`config.mk`:
```
export PLATFORM = sky130hd
export DESIGN_NAME = cascade_time_counter
export DESIGN_NICKNAME = d
export VERILOG_FILES = /design/src/rtl/clock_pkg.sv /design/src/rtl/mod_stage.sv /design/src/rtl/cascade_time_counter.sv
export SDC_FILE = /design/constraint.sdc
export NUM_CORES = 1
export LEC_CHECK = 0
export ABC_CLOCK_PERIOD_IN_PS = 3300
export CORE_MARGIN = 8
export CORE_UTILIZATION = 45
export CTS_BUF_LIST = sky130_fd_sc_hd__clkbuf_4
export DETAILED_ROUTE_END_ITERATION = 8
export GPL_ROUTABILITY_DRIVEN = 1
export PLACE_DENSITY = 0.74
export SKIP_CTS_REPAIR_TIMING = 1
export SKIP_LAST_GASP = 1
export SYNTH_ARGS = -nofsm -noshare
export SYNTH_HDL_FRONTEND = slang
export SYNTH_SLANG_ARGS = --single-unit
```
`constraint.sdc`:
```
create_clock -name clk -period 3.3 [get_ports clk]
set_input_delay 0.99 -clock clk [delete_from_list [all_inputs] [get_ports clk]]
set_output_delay 0.99 -clock clk [all_outputs]
set_load 0.01 [all_outputs]
```
`src/rtl/clock_pkg.sv`:
```
// Shared defaults and helpers for the cascaded time counter.
package clock_pkg;

    localparam int unsigned CW_DEF       = 7;
    localparam int unsigned N_STAGES_DEF = 3;

    // Seconds, minutes, hours; index 0 is the least significant stage.
    localparam int unsigned MODULI_DEF [N_STAGES_DEF] = '{60, 60, 24};

    typedef logic [CW_DEF-1:0] count_t;

    // Saturate an out-of-range load value to the stage's largest legal count.
    function automatic int unsigned clamp_load(input int unsigned val, input int unsigned mod);
        if (val >= mod) begin
            return mod - 1;
        end
        return val;
    endfunction

endpackage

```
`src/rtl/mod_stage.sv`:
```
// One modulo-MOD up/down counter stage with parallel load and wrap detect.
module mod_stage #(
    parameter int unsigned MOD = 60,
    parameter int unsigned CW  = 7
) (
    input  logic          clk,
    input  logic          reset,
    input  logic          step_i,
    input  logic          down_i,
    input  logic          load_i,
    input  logic [CW-1:0] load_val_i,
    output logic [CW-1:0] count_o,
    output logic          term_o,
    output logic          wrap_o
);
    import clock_pkg::*;

    localparam logic [CW-1:0] MAX = CW'(MOD - 1);

    // A modulus outside 2..2**CW cannot be represented by this stage.
    generate
        if (MOD < 2 || MOD > (1 << CW)) begin : g_bad_mod
            $error("mod_stage: MOD must lie in 2..2**CW");
        end
    endgenerate

    logic [CW-1:0] count_q;
    logic [CW-1:0] count_d;
    logic [CW-1:0] load_clamped;

    assign load_clamped = CW'(clamp_load(32'(load_val_i), MOD));

    // Terminal value depends on direction: the top of the range going up, zero going down.
    assign term_o = down_i ? (count_q == '0) : (count_q == MAX);

    // A wrap is a step taken from the terminal value; the top module registers it.
    assign wrap_o = step_i & term_o;

    assign count_o = count_q;

    // Next count: load has priority over a step; steps wrap at the range ends.
    always_comb begin
        count_d = count_q;
        if (load_i) begin
            count_d = load_clamped;
        end else if (step_i) begin
            if (down_i) begin
                count_d = term_o ? MAX : count_q - 1'b1;
            end else begin
                count_d = term_o ? '0 : count_q + 1'b1;
            end
        end
    end

    // Count register with synchronous active-low clear.
    always_ff @(posedge clk) begin
        if (!reset) begin
            count_q <= '0;
        end else begin
            count_q <= count_d;
        end
    end

endmodule

```
`src/rtl/cascade_time_counter.sv`:
```
// Chain of modulo counters (e.g. sec/min/hr) advanced by a single-cycle tick.
// The carry/borrow ripple is combinational so the whole chain updates on one edge.
module cascade_time_counter
    import clock_pkg::*;
#(
    parameter int unsigned N_STAGES         = N_STAGES_DEF,
    parameter int unsigned CW               = CW_DEF,
    parameter int unsigned MODULI [N_STAGES] = MODULI_DEF
) (
    input  logic                   clk,
    input  logic                   reset,
    input  logic                   tick_i,
    input  logic                   en_i,
    input  logic                   down_i,
    input  logic                   load_i,
    input  logic [N_STAGES*CW-1:0] load_val_i,
    output logic [N_STAGES*CW-1:0] count_o,
    output logic [N_STAGES-1:0]    carry_o,
    output logic                   rollover_o
);

    logic                adv;
    logic [N_STAGES-1:0] step;
    logic [N_STAGES-1:0] term;
    logic [N_STAGES-1:0] wrap;

    // The top stage has no successor, so its terminal flag feeds nothing.
    logic unused_top_term;
    assign unused_top_term = term[N_STAGES-1];

    // Load and reset both suppress counting on the same edge.
    assign adv = tick_i & en_i & ~load_i & reset;

    assign step[0] = adv;

    genvar i;
    generate
        for (i = 1; i < N_STAGES; i++) begin : g_ripple
            assign step[i] = step[i-1] & term[i-1];
        end

        for (i = 0; i < N_STAGES; i++) begin : g_stage
            mod_stage #(
                .MOD (MODULI[i]),
                .CW  (CW)
            ) u_stage (
                .clk        (clk),
                .reset      (reset),
                .step_i     (step[i]),
                .down_i     (down_i),
                .load_i     (load_i),
                .load_val_i (load_val_i[i*CW +: CW]),
                .count_o    (count_o[i*CW +: CW]),
                .term_o     (term[i]),
                .wrap_o     (wrap[i])
            );
        end
    endgenerate

    // Register wrap events into clean one-cycle carry and rollover pulses.
    always_ff @(posedge clk) begin
        if (!reset) begin
            carry_o    <= '0;
            rollover_o <= 1'b0;
        end else begin
            carry_o    <= wrap;
            rollover_o <= wrap[N_STAGES-1];
        end
    end

endmodule
```
# After elaboration in Yosys (flattened, before gate mapping)
# Cells that the tools add are included.
[classes]
addsub = 6
magnitude_cmp = 3
n_eq_ne = 3
muxes = 27
bitwise = 7
reduce_logical = 6
[op_table]
columns = ["cell", "n"]
rows = [
  ["7-bit 2-to-1 mux", 18],
  ["7-bit by 1-bit adder with 7-bit output, second input constant", 3],
  ["7-bit logical NOT", 3],
  ["7-bit by 1-bit subtractor with 7-bit output, second input constant", 3],
  ["7-bit by 6-bit equality test with 1-bit output, second input constant", 2],
  ["7-bit by 6-bit greater-or-equal comparator with 1-bit output, second input constant", 2],
  ["6-bit 2-to-1 mux", 2],
  ["7-bit by 5-bit equality test with 1-bit output, second input constant", 1],
  ["7-bit by 5-bit greater-or-equal comparator with 1-bit output, second input constant", 1],
  ["1-bit bitwise AND", 6],
  ["1-bit 2-to-1 mux", 6],
  ["2-bit nonzero test", 3],
  ["5-bit 2-to-1 mux", 1],
  ["1-bit NOT", 1],
]
[totals]
regBits = 25
input_bits = 27
out_inout_bits = 25
elab_cells = 57

# Depth between registers and ports, before layout
# Gate-level depths: netlist of run 1.
[depth]
ltp_word = 7
ltp_mapped = 9
mapped_depth_nobuf = 9

# Hierarchy
# A second synthesis of run 1 with hierarchy kept.
[hier_totals]
hier_cells = 319
area_unflattened_um2 = 2367.3
[by_module_without_submodules]
columns = ["mod", "n_inst", "cells_each", "area_per_inst_um2", "seq_area_each_um2"]
rows = [
  ["mod_stage (g_stage[0].u_stage ...)", 2, 106, 763.2, 140.1],
  ["mod_stage (g_stage[2].u_stage)", 1, 93, 703.2, 140.1],
  ["cascade_time_counter", 1, 14, 137.6, 60.1],
]

# Least setup slack after synthesis of run 1
# OpenSTA, ideal clock, no wires.
[synth_timing]
path_type = "input-to-reg"
from = "input port down_i"
to = "register g_stage[2].u_stage.count_q[5]"
setup_ns = 0.070
t_arrival_ns = 2.508
t_required_ns = 3.230
path_slack_ns = 0.722
stages = 7
cell_sequence = "clkbuf_2 -> and4b_1 -> nand3_2 -> a21oi_4 -> o21ai_2 -> or4_1 -> a21oi_1"
[synth_between]
elab_chain_cells = 5
elab_cells_between_ends = 11
cone_classes = "mux: 8; bitwise: 2; reduce/logical: 1"
[synth_rtl]
columns = ["element", "line_no", "rtl"]
rows = [
  ["start: declaration", "cascade_time_counter.sv:14", "input logic down_i,"],
  ["1-bit 2-to-1 mux", "mod_stage.sv:34", "assign term_o = down_i ? (count_q == '0) : (count_q == MAX);"],
  ["7-bit 2-to-1 mux, on equally long branches", "mod_stage.sv:50, mod_stage.sv:48", ""],
  ["7-bit 2-to-1 mux", "mod_stage.sv:47", "if (down_i) begin"],
  ["7-bit 2-to-1 mux", "mod_stage.sv:46", "end else if (step_i) begin"],
  ["7-bit 2-to-1 mux", "mod_stage.sv:44", "if (load_i) begin"],
  ["end signal: assignment", "mod_stage.sv:60", "count_q <= count_d;"],
  ["end: declaration", "mod_stage.sv:27", "logic [CW-1:0] count_q;"],
]
# Several ways; a longest one is shown, not always the timed one. The select of a mux whose other input is x is not followed.
# A chain may end at the register's enable or synchronous reset.

# Worst setup path in the final report of run 1
[layout_timing]
from = "input port down_i"
to = "register g_stage[2].u_stage.count_q[4]"
# Same word-level chain as after synthesis.

==> flow_summary.yaml, run 1 <==
placement:
  dp_hpwl_microns: 4535
  gp_congestion: 0.8331
  dpl_cell_area_sq_um: 2625
  dp_cells: 372
  io_buffers: 51
  place_ws_ns: 0.1101
grt:
  grt_max_degree: 25
  antenna_found_initial: 0
  grt_overflow_total: 0
  grt_usage_pct: 17.19
  grt_pass1_wl_microns: 10540
  grt_pass1_vias: 2247
routing:
  wl_per_cell_microns: 16.04
  via_count: 2251
  avgViaCountPerCell: 5.987
  wl_microns: 6032
  drt-pass1-iter-count: 5
  ant_nets: 0
  drt_first_iter_violations: 89
  drc: 0
floorplanning:
  dieArea_sq_um: 7022
  start_util_pct: 47.17
  pin_count: 52
  die_x_microns: 83.80
  core_sq_um: 4384
  row_count: 24
  die_y_microns: 83.80
synth:
  synthesis.nets: 314
  yosysUniqueCellTypes: 60
  async_flop_share_pct: 0
  syn_area_sq_um: 2068
  syn_area_per_cell_sq_um: 7.440
  ys.flop_type: "dfxtp_1"
  ys_seq_area_share_pct: 23.23
  yosysWarnings: 0
  synth_edf_count: 0
  synth_cells: 278
  ys_ff_latch: 24
timing:
  finalHoldViolCount: 0
  finClkSkew_ns: 0.003887
  period_needed_ns: 2.824
  fin_ws_ns: 0.4762
  setup_viol: 0
  period_share_pct: 85.57
  max_freq_mhz: 354.1
  slew_headroom_pct: 68.10
  worst_pin_slew_ns: 0.4752
  slew_violations: 0
  tns_ns: 0
  hold_ws_ns: 0.5463
  rsz0062_at_grt: "no"
cells_and_area:
  area_growth_pct: 29.46
  finalNetCount: 361
  fillers: 411
  fin_cells: 376
  finish.instance_area_sq_um: 2678
  ff_latch_area_sq_um: 480.5
  final_core_util_pct: 61.07
  post_route_cells_drive_above_1_share_pct: 8.642
  insertedDiodeCount: 0
  multi_input_area_sq_um: 1456
power:
  ir_drop_mv: 0.2228
  power.static_leakage_nw: 0.9751
  finalPower_mw: 0.8271
  pwr_density_cell_nw_per_um2: 308.9
critical_path:
  critPathKind: "input port to flip-flop"
  end_kind: "flip-flop"
  startpoint_type: "input port"
  worstPathArrival_ns: 3.07
  crit_fanout: 16
  cp_data_required_time_ns: 3.55
clocking:
  h-tree-depth: 1
  cts_buffers: 3
  cts_buffer_depth: 2
  insertion_delay_ns: 0.33
  root_buffer: "clkbuf_4"
  tritoncts: "done"
  numClockSinks: 24
  clkTransAtPathRegs_ns: 0.15
min_path:
  hp-class: "flip-flop to flip-flop"
outcome:
  status: "complete, no violations"
job:
  timing.max_cap.violations: 0
[flip-flops by register name (all words and copies together) (netlist names)]
signal,count
g_stage.u_stage.count_o,21
carry_o,3
[layout make-up]
cell class / count / share of cell area (%)
Multi-Input combinational cell: 224 / 54.39
Clock buffer: 3 / 0.8411
Tap cell: 52 / 2.430
Sequential cell: 24 / 17.94
Clock inverter: 1 / 1.121
Timing Repair Buffer: 60 / 21.59
Inverter: 12 / 1.682
[synthesized netlist by cell type (5+ instances only)]
cell type / count / share of area, %
nand2_1: 30 / 5.4
and2_1: 5 / 1.5
nand3_1: 13 / 3.1
nor3_1: 6 / 1.5
a21oi_1: 16 / 3.9
nand2b_1: 5 / 1.5
nor2_1: 20 / 3.6
a31oi_1: 8 / 2.4
inv_1: 12 / 2.2
clkbuf_1: 11 / 2.0
o211ai_1: 7 / 2.5
a21boi_0: 6 / 2.2
xnor2_1: 5 / 2.1
dfxtp_1: 24 / 23
o21ai_0: 22 / 5.3
ha_1: 9 / 5.4
nor2b_1: 6 / 1.8
[final timing paths]
kind                            startpoint                            end  slack [ns]  depth (start not counted)
max                                 down_i  g_stage[2].u_stage.count_o[4]        0.48                          7
max reg2reg  g_stage[1].u_stage.count_o[2]  g_stage[2].u_stage.count_o[5]        1.08                          5
min reg2reg  g_stage[2].u_stage.count_o[6]  g_stage[2].u_stage.count_o[6]        0.55                          2
min          g_stage[2].u_stage.count_o[6]  g_stage[2].u_stage.count_o[6]        0.55                          2
[per-layer routing]
metal / global-route usage, % / part of all wire [%]
met5: 0 / 0
met4: 3.925 / 1.2
met3: 4.297 / 6.2
met2: 29.82 / 49
met1: 20.52 / 44
[critical path, cell delays in order]
cell and delay [ns]:
clkdlybuf4s50_1 0.54, buf_4 0.24, nor4b_2 0.34, nand3_1 0.21, o21ai_1 0.32, nor3_1 0.10
o41ai_1 0.32
[power breakdown]
group | internal [mW] | switching, mW | leakage (nW)
clock | 0.123 | 0.103 | 0.0279
sequential | 0.306 | 0.0381 | 0.197
combinational | 0.135 | 0.122 | 0.750
total | 0.563 | 0.264 | 0.975
[cell families (layout without fill, tap and decap cells)]
| family | count (synthesis) | after routing | synth area share [%] |
|---|---|---|---|
| AND/OR/NAND/NOR | 119 | 119 | 33.21 |
| AO/OA/AOI/OAI | 87 | 87 | 27.89 |
| buffers and inverters | 30 | 76 | 6.351 |
| flip-flops | 24 | 24 | 23.23 |
| adder cells (fa/ha/maj) | 9 | 9 | 5.445 |
| XOR/XNOR | 8 | 8 | 3.388 |
| multiplexers | 1 | 1 | 0.4840 |
[cells in the final DEF (no fill, tap or decap), types with 4 or more instances in the layout]
master and instances:
o21ai_0 22, nand2_1 30, or2_2 4, a31oi_1 8
nand2b_1 5, nor2_1 20, ha_1 9, nand3_1 13
a21boi_0 6, clkdlybuf4s50_1 51, dfxtp_1 24, xnor2_1 5
inv_1 12, o21a_1 4, a21oi_1 16, nor3_1 6
o211ai_1 7, buf_4 9, and2_1 5, nor2b_1 6
No activity file was read; power rests on OpenSTA's default activity.
==> run 2: changes to the inputs <==
--- a/config.mk
+++ b/config.mk
@@ -7,13 +7,14 @@
 export LEC_CHECK = 0
 export ABC_CLOCK_PERIOD_IN_PS = 3300
 export CORE_MARGIN = 8
-export CORE_UTILIZATION = 45
+export CORE_UTILIZATION = 40
 export CTS_BUF_LIST = sky130_fd_sc_hd__clkbuf_4
 export DETAILED_ROUTE_END_ITERATION = 8
 export GPL_ROUTABILITY_DRIVEN = 1
-export PLACE_DENSITY = 0.74
+export PLACE_DENSITY = 0.7
 export SKIP_CTS_REPAIR_TIMING = 1
 export SKIP_LAST_GASP = 1
 export SYNTH_ARGS = -nofsm -noshare
 export SYNTH_HDL_FRONTEND = slang
 export SYNTH_SLANG_ARGS = --single-unit
+export TNS_END_PERCENT = 50
==> run 2 against run 1 <==
Against the previous run: clock power down 38%; core utilization shrank 8.0 points; wire length decreased by 3.2%; power down 11%; design area decreased by 0.14%; fmax grew 3.6%; first-iteration DRC count decreased by 22%; die area up 10%; worst setup slack improved by 0.097 ns; critical path depth rose by 1; critical endpoint is now g_stage[2].u_stage.count_o[6].
==> flow_summary.yaml, run 2 (synthesized netlist as in run 1, its figures left out) <==
cells_and_area:
  post_route_cells_drive_above_1_share_pct: 8.333
  finalNetCount: 361
  area_growth_pct: 29.28
  insertedDiodeCount: 0
  fin_cells: 394
  mostFrequentLayoutCells: "clkdlybuf4s50_1, nand2_1, dfxtp_1, o21ai_0, nor2_1"
  final_common_cell: "clkdlybuf4s50_1"
  fillers: 496
  largest_reg_flops: 21
routing:
  avgViaCountPerCell: 5.569
  via_count: 2194
  drt-pass1-iter-count: 4
  drc: 0
  wl_microns: 5836
  wl_per_cell_microns: 14.81
  drt_first_iter_violations: 69
  ant_nets: 0
grt:
  grt_pass1_vias: 2064
  grt_overflow_total: 0
  grt_usage_pct: 15.28
  grt_max_degree: 25
  grt_pass1_wl_microns: 9660
  antenna_found_initial: 0
critical_path:
  cpPeakStageDelay_ns: 0.50
  critPathCapture: "g_stage[2].u_stage.count_o[6]"
  reg2reg_from: "g_stage[1].u_stage.count_o[2]"
  crit_fanout: 11
  end_kind: "flip-flop"
  worstPathArrival_ns: 2.99
  crit_chain: "clkdlybuf4s50_1, buf_4, and4b_1, nand3_2, a21oi_4, o21ai_2, or4_1, a21oi_1"
  reg2reg_slack_ns: 1.07
  ff2ff_path_depth: 5
  cp-startpoint: "down_i"
  startpoint_type: "input port"
  critPathKind: "input port to flip-flop"
  cp_data_required_time_ns: 3.56
  r2r_end: "g_stage[2].u_stage.count_o[6]"
  worst_path_max_delay_cell: "or4_1"
timing:
  slew_headroom_pct: 68.42
  finClkSkew_ns: 0.01005
  finalHoldViolCount: 0
  period_share_pct: 82.64
  hold_ws_ns: 0.5200
  fin_ws_ns: 0.5730
  slew_violations: 0
  tns_ns: 0
  rsz0062_at_grt: "no"
  max_freq_mhz: 366.7
  setup_viol: 0
  worst_pin_slew_ns: 0.4705
  period_needed_ns: 2.727
placement:
  dp_hpwl_microns: 4491
  gp_congestion: 0.8429
  dp_cells: 390
  io_buffers: 51
  place_ws_ns: 0.2278
floorplanning:
  core_sq_um: 5042
  pin_count: 52
  dieArea_sq_um: 7727
  die_y_microns: 87.91
  row_count: 26
  die_x_microns: 87.91
  start_util_pct: 41.02
clocking:
  clkTransAtPathRegs_ns: 0.13
  numClockSinks: 24
  cts_buffers: 3
  root_buffer: "clkbuf_4"
  insertion_delay_ns: 0.32
  cts_buffer_depth: 2
  h-tree-depth: 1
  tritoncts: "done"
power:
  ir_drop_mv: 0.1270
  pwr_density_cell_nw_per_um2: 276.4
  power.static_leakage_nw: 0.9626
  finalPower_mw: 0.7390
min_path:
  hp-class: "flip-flop to flip-flop"
job:
  timing.max_cap.violations: 0
outcome:
  status: "complete, no violations"
==> run 2: cell types whose count changed in the layout (fill, tap and decap cells not counted) <==
cell	delta
clkinv_1	+1
bufinv_16	-1
==> run 2: through the flow <==
| step | utilization [%] | cell area (sq um) |
|---|---|---|
| after floorplan | - | 2068 |
| after global placement | 52.51 | 2648 |
| after detailed placement | 52.51 | 2648 |
| after CTS | 53.03 | 2674 |
| after global routing | 53.03 | 2674 |
| final | 53.03 | 2674 |
==> run 2: cell type report <==
class,instances,area (sq um),area share [%]
multi-input combinational,224,1456,54.47
timing repair buffer,60,578.1,21.62
tap,70,87.58,3.276
clock buffer,3,22.52,0.8423
sequential,24,480.5,17.97
clock inverter,1,3.754,0.1404
inverter,12,45.04,1.685
==> run 2: per-layer routing <==
| metal | vias to the layer above | part of all wire [%] | track usage, % |
|---|---|---|---|
| li1 | 1112 | - | - |
| met1 | 1013 | 45 | 19.62 |
| met2 | 61 | 47 | 24.83 |
| met3 | 8 | 7.0 | 3.283 |
| met4 | 0 | 1.3 | 4.375 |
| met5 | - | 0 | 0 |
==> run 2: worst min-delay path by stage <==
| stage | start | end | slack, ns | cells after the start |
|---|---|---|---|---|
| final | g_stage[2].u_stage.count_o[6] | g_stage[2].u_stage.count_o[6] | 0.52 | 2 |
| after global routing | g_stage[2].u_stage.count_o[6] | g_stage[2].u_stage.count_o[6] | 0.57 | 2 |
| after CTS | g_stage[2].u_stage.count_o[6] | g_stage[2].u_stage.count_o[6] | 0.52 | 2 |
| after detailed placement | g_stage[2].u_stage.count_o[6] | g_stage[2].u_stage.count_o[6] | 0.50 | 2 |
| after global placement | g_stage[2].u_stage.count_o[6] | g_stage[2].u_stage.count_o[6] | 0.50 | 2 |
| after floorplan | g_stage[2].u_stage.count_o[6] | g_stage[2].u_stage.count_o[6] | 0.51 | 2 |
==> run 2: power by group <==
group / switching [mW] / total (mW) / internal [mW] / leakage, nW
registers: 0.0388 / 0.345 / 0.306 / 0.197
logic: 0.120 / 0.255 / 0.134 / 0.750
clock network: 0.0954 / 0.140 / 0.0444 / 0.0154
==> run 2: worst max-delay path: cells and delay by family <==
kind,cells,cell delay [ns]
AND/OR/NAND/NOR,3,0.94
buffers and inverters,2,0.60
AO/OA/AOI/OAI,3,0.45
==> run 3: changes to the inputs <==
--- a/config.mk
+++ b/config.mk
@@ -5,7 +5,7 @@
 export SDC_FILE = /design/constraint.sdc
 export NUM_CORES = 1
 export LEC_CHECK = 0
-export ABC_CLOCK_PERIOD_IN_PS = 3300
+export ABC_CLOCK_PERIOD_IN_PS = 2540
 export CORE_MARGIN = 8
 export CORE_UTILIZATION = 40
 export CTS_BUF_LIST = sky130_fd_sc_hd__clkbuf_4
==> constraint.sdc (replaced) <==
create_clock -name clk -period 2.54 [get_ports clk]
set_input_delay 0.762 -clock clk [delete_from_list [all_inputs] [get_ports clk]]
set_output_delay 0.762 -clock clk [all_outputs]
set_load 0.01 [all_outputs]
==> run 3 against run 2 <==
Against the previous run: final cell count grew 3.8%; critical endpoint unchanged; global-route usage increased by 1.1 points; non-clock buffer count up 15; design area rose by 4.2%; clock skew about the same; clock power increased by 31%.
==> flow_summary.yaml, run 3 (synthesized netlist as in run 1, its figures left out) <==
floorplanning:
  pin_count: 52
  die_y_microns: 87.91
  core_sq_um: 5042
  die_x_microns: 87.91
  row_count: 26
  start_util_pct: 41.02
  dieArea_sq_um: 7727
cells_and_area:
  fin_cells: 409
  post_route_cells_drive_above_1_share_pct: 12.39
  finalNetCount: 376
  largest_reg_flops: 21
  finish.instance_area_sq_um: 2786
  insertedDiodeCount: 0
  mostFrequentLayoutCells: "clkdlybuf4s50_1, nand2_1, dfxtp_1, buf_4, o21ai_0"
  final_common_cell: "clkdlybuf4s50_1"
  area_growth_pct: 34.72
routing:
  ant_nets: 0
  via_count: 2251
  drt-pass1-iter-count: 4
  drc: 0
  wl_met1_microns: 2872
  avgViaCountPerCell: 5.504
  wl_met3_microns: 350
  drt_first_iter_violations: 77
  wl_microns: 6065
  met2_length_microns: 2785
  wl_per_cell_microns: 14.83
  routed.top_layer: "met4"
grt:
  grt_usage_pct: 16.39
  grt_max_degree: 25
  grt_pass1_vias: 2134
  antenna_found_initial: 0
  grt_overflow_total: 0
  grt_pass1_wl_microns: 10340
critical_path:
  cpPeakStageDelay_ns: 0.52
  critPathKind: "input port to flip-flop"
  crit_fanout: 5
  crit_chain: "clkdlybuf4s50_1, nor4b_4, nand3_4, a21oi_4, o21ai_2, or4_1, a21oi_1"
  critPathTopFamily: "simple AND/OR/NAND/NOR gates"
  cp_data_required_time_ns: 2.81
  startpoint_type: "input port"
  ff2ff_path_depth: 6
  end_kind: "flip-flop"
  reg2reg_slack_ns: 0.41
  worstPathArrival_ns: 2.67
  path_depth: 7
  worst_path_max_delay_cell: "clkdlybuf4s50_1"
  path_buf_inv: 1
  reg2reg_from: "g_stage[1].u_stage.count_o[3]"
  r2r_end: "g_stage[2].u_stage.count_o[6]"
min_path:
  hp-class: "flip-flop to flip-flop"
  hold_start: "g_stage[2].u_stage.count_o[1]"
  holdPathStages: 2
  holdPathEnd: "g_stage[2].u_stage.count_o[1]"
power:
  power.static_leakage_nw: 1.037
  finalPower_mw: 0.9803
  ir_drop_mv: 0.1758
  pwr_density_cell_nw_per_um2: 351.8
timing:
  period_needed_ns: 2.408
  period_share_pct: 94.79
  slew_headroom_pct: 72.81
  max_freq_mhz: 415.3
  finalHoldViolCount: 0
  worst_pin_slew_ns: 0.4025
  setup_viol: 0
  slew_violations: 0
  finClkSkew_ns: 0.01026
  rsz0062_at_grt: "no"
clocking:
  clkTransAtPathRegs_ns: 0.15
  cts_buffer_depth: 2
  numClockSinks: 24
  insertion_delay_ns: 0.32
  h-tree-depth: 1
  cts_buffers: 3
  root_buffer: "clkbuf_4"
  tritoncts: "done"
placement:
  dpl_cell_area_sq_um: 2760
  dp_hpwl_microns: 4709
  gp_congestion: 0.8682
  io_buffers: 51
  dp_cells: 405
outcome:
  status: "complete, no violations"
job:
  timing.max_cap.violations: 0
[run 3: changes by cell type in the layout (fill, tap and decap cells not counted), sizes merged]
| cell | before | now |
|---|---|---|
| buf | 9 | 24 |
[run 3: how the worst max path moves through the flow]
stage,from,end
finish,down_i,g_stage[2].u_stage.count_o[6]
global route,down_i,g_stage[2].u_stage.count_o[6]
CTS,down_i,g_stage[2].u_stage.count_o[6]
detailed placement,down_i,g_stage[2].u_stage.count_o[5]
global placement,down_i,g_stage[2].u_stage.count_o[6]
floorplan,down_i,g_stage[2].u_stage.count_o[5]
[run 3: through the flow]
stage | worst slack, ns | util [%] | TNS (ns) | hold WS (ns)
floorplan | 0.1901 | - | 0 | 0.5116
global placement | -0.1256 | 54.74 | -0.6029 | 0.5146
detailed placement | -0.1728 | 54.74 | -1.008 | 0.5266
CTS | 0.1410 | 55.26 | 0 | 0.5479
global route | 0.008842 | 55.26 | 0 | 0.5887
finish | 0.1322 | 55.26 | 0 | 0.5500
[run 3: report_power, final]
part | internal (mW) | switching, mW | total (mW)
Sequential | 0.397 | 0.0466 | 0.444
Combinational | 0.189 | 0.164 | 0.352
Clock | 0.0575 | 0.126 | 0.184
[run 3: cell type report]
| type | instances | area (sq um) |
|---|---|---|
| Fill cell | 507 | 2256 |
| Clock buffer | 3 | 22.52 |
| Sequential cell | 24 | 480.5 |
| Clock inverter | 1 | 3.754 |
| Multi-Input combinational cell | 224 | 1456 |
| Timing Repair Buffer | 75 | 690.7 |
| Tap cell | 70 | 87.58 |
| Inverter | 12 | 45.04 |
[run 3: tightest hold or removal path, cell delays in order, from the launching register on]
cell and delay, ns:
dfxtp_1 0.39, nand2_1 0.07, a21boi_0 0.06
[run 3: layer usage]
| layer | vias to the layer above | global-route usage [%] |
|---|---|---|
| met3 | 4 | 2.627 |
| met5 | - | 0 |
| met2 | 65 | 27.56 |
| li1 | 1144 | - |
| met1 | 1038 | 21.10 |
| met4 | 0 | 3.906 |
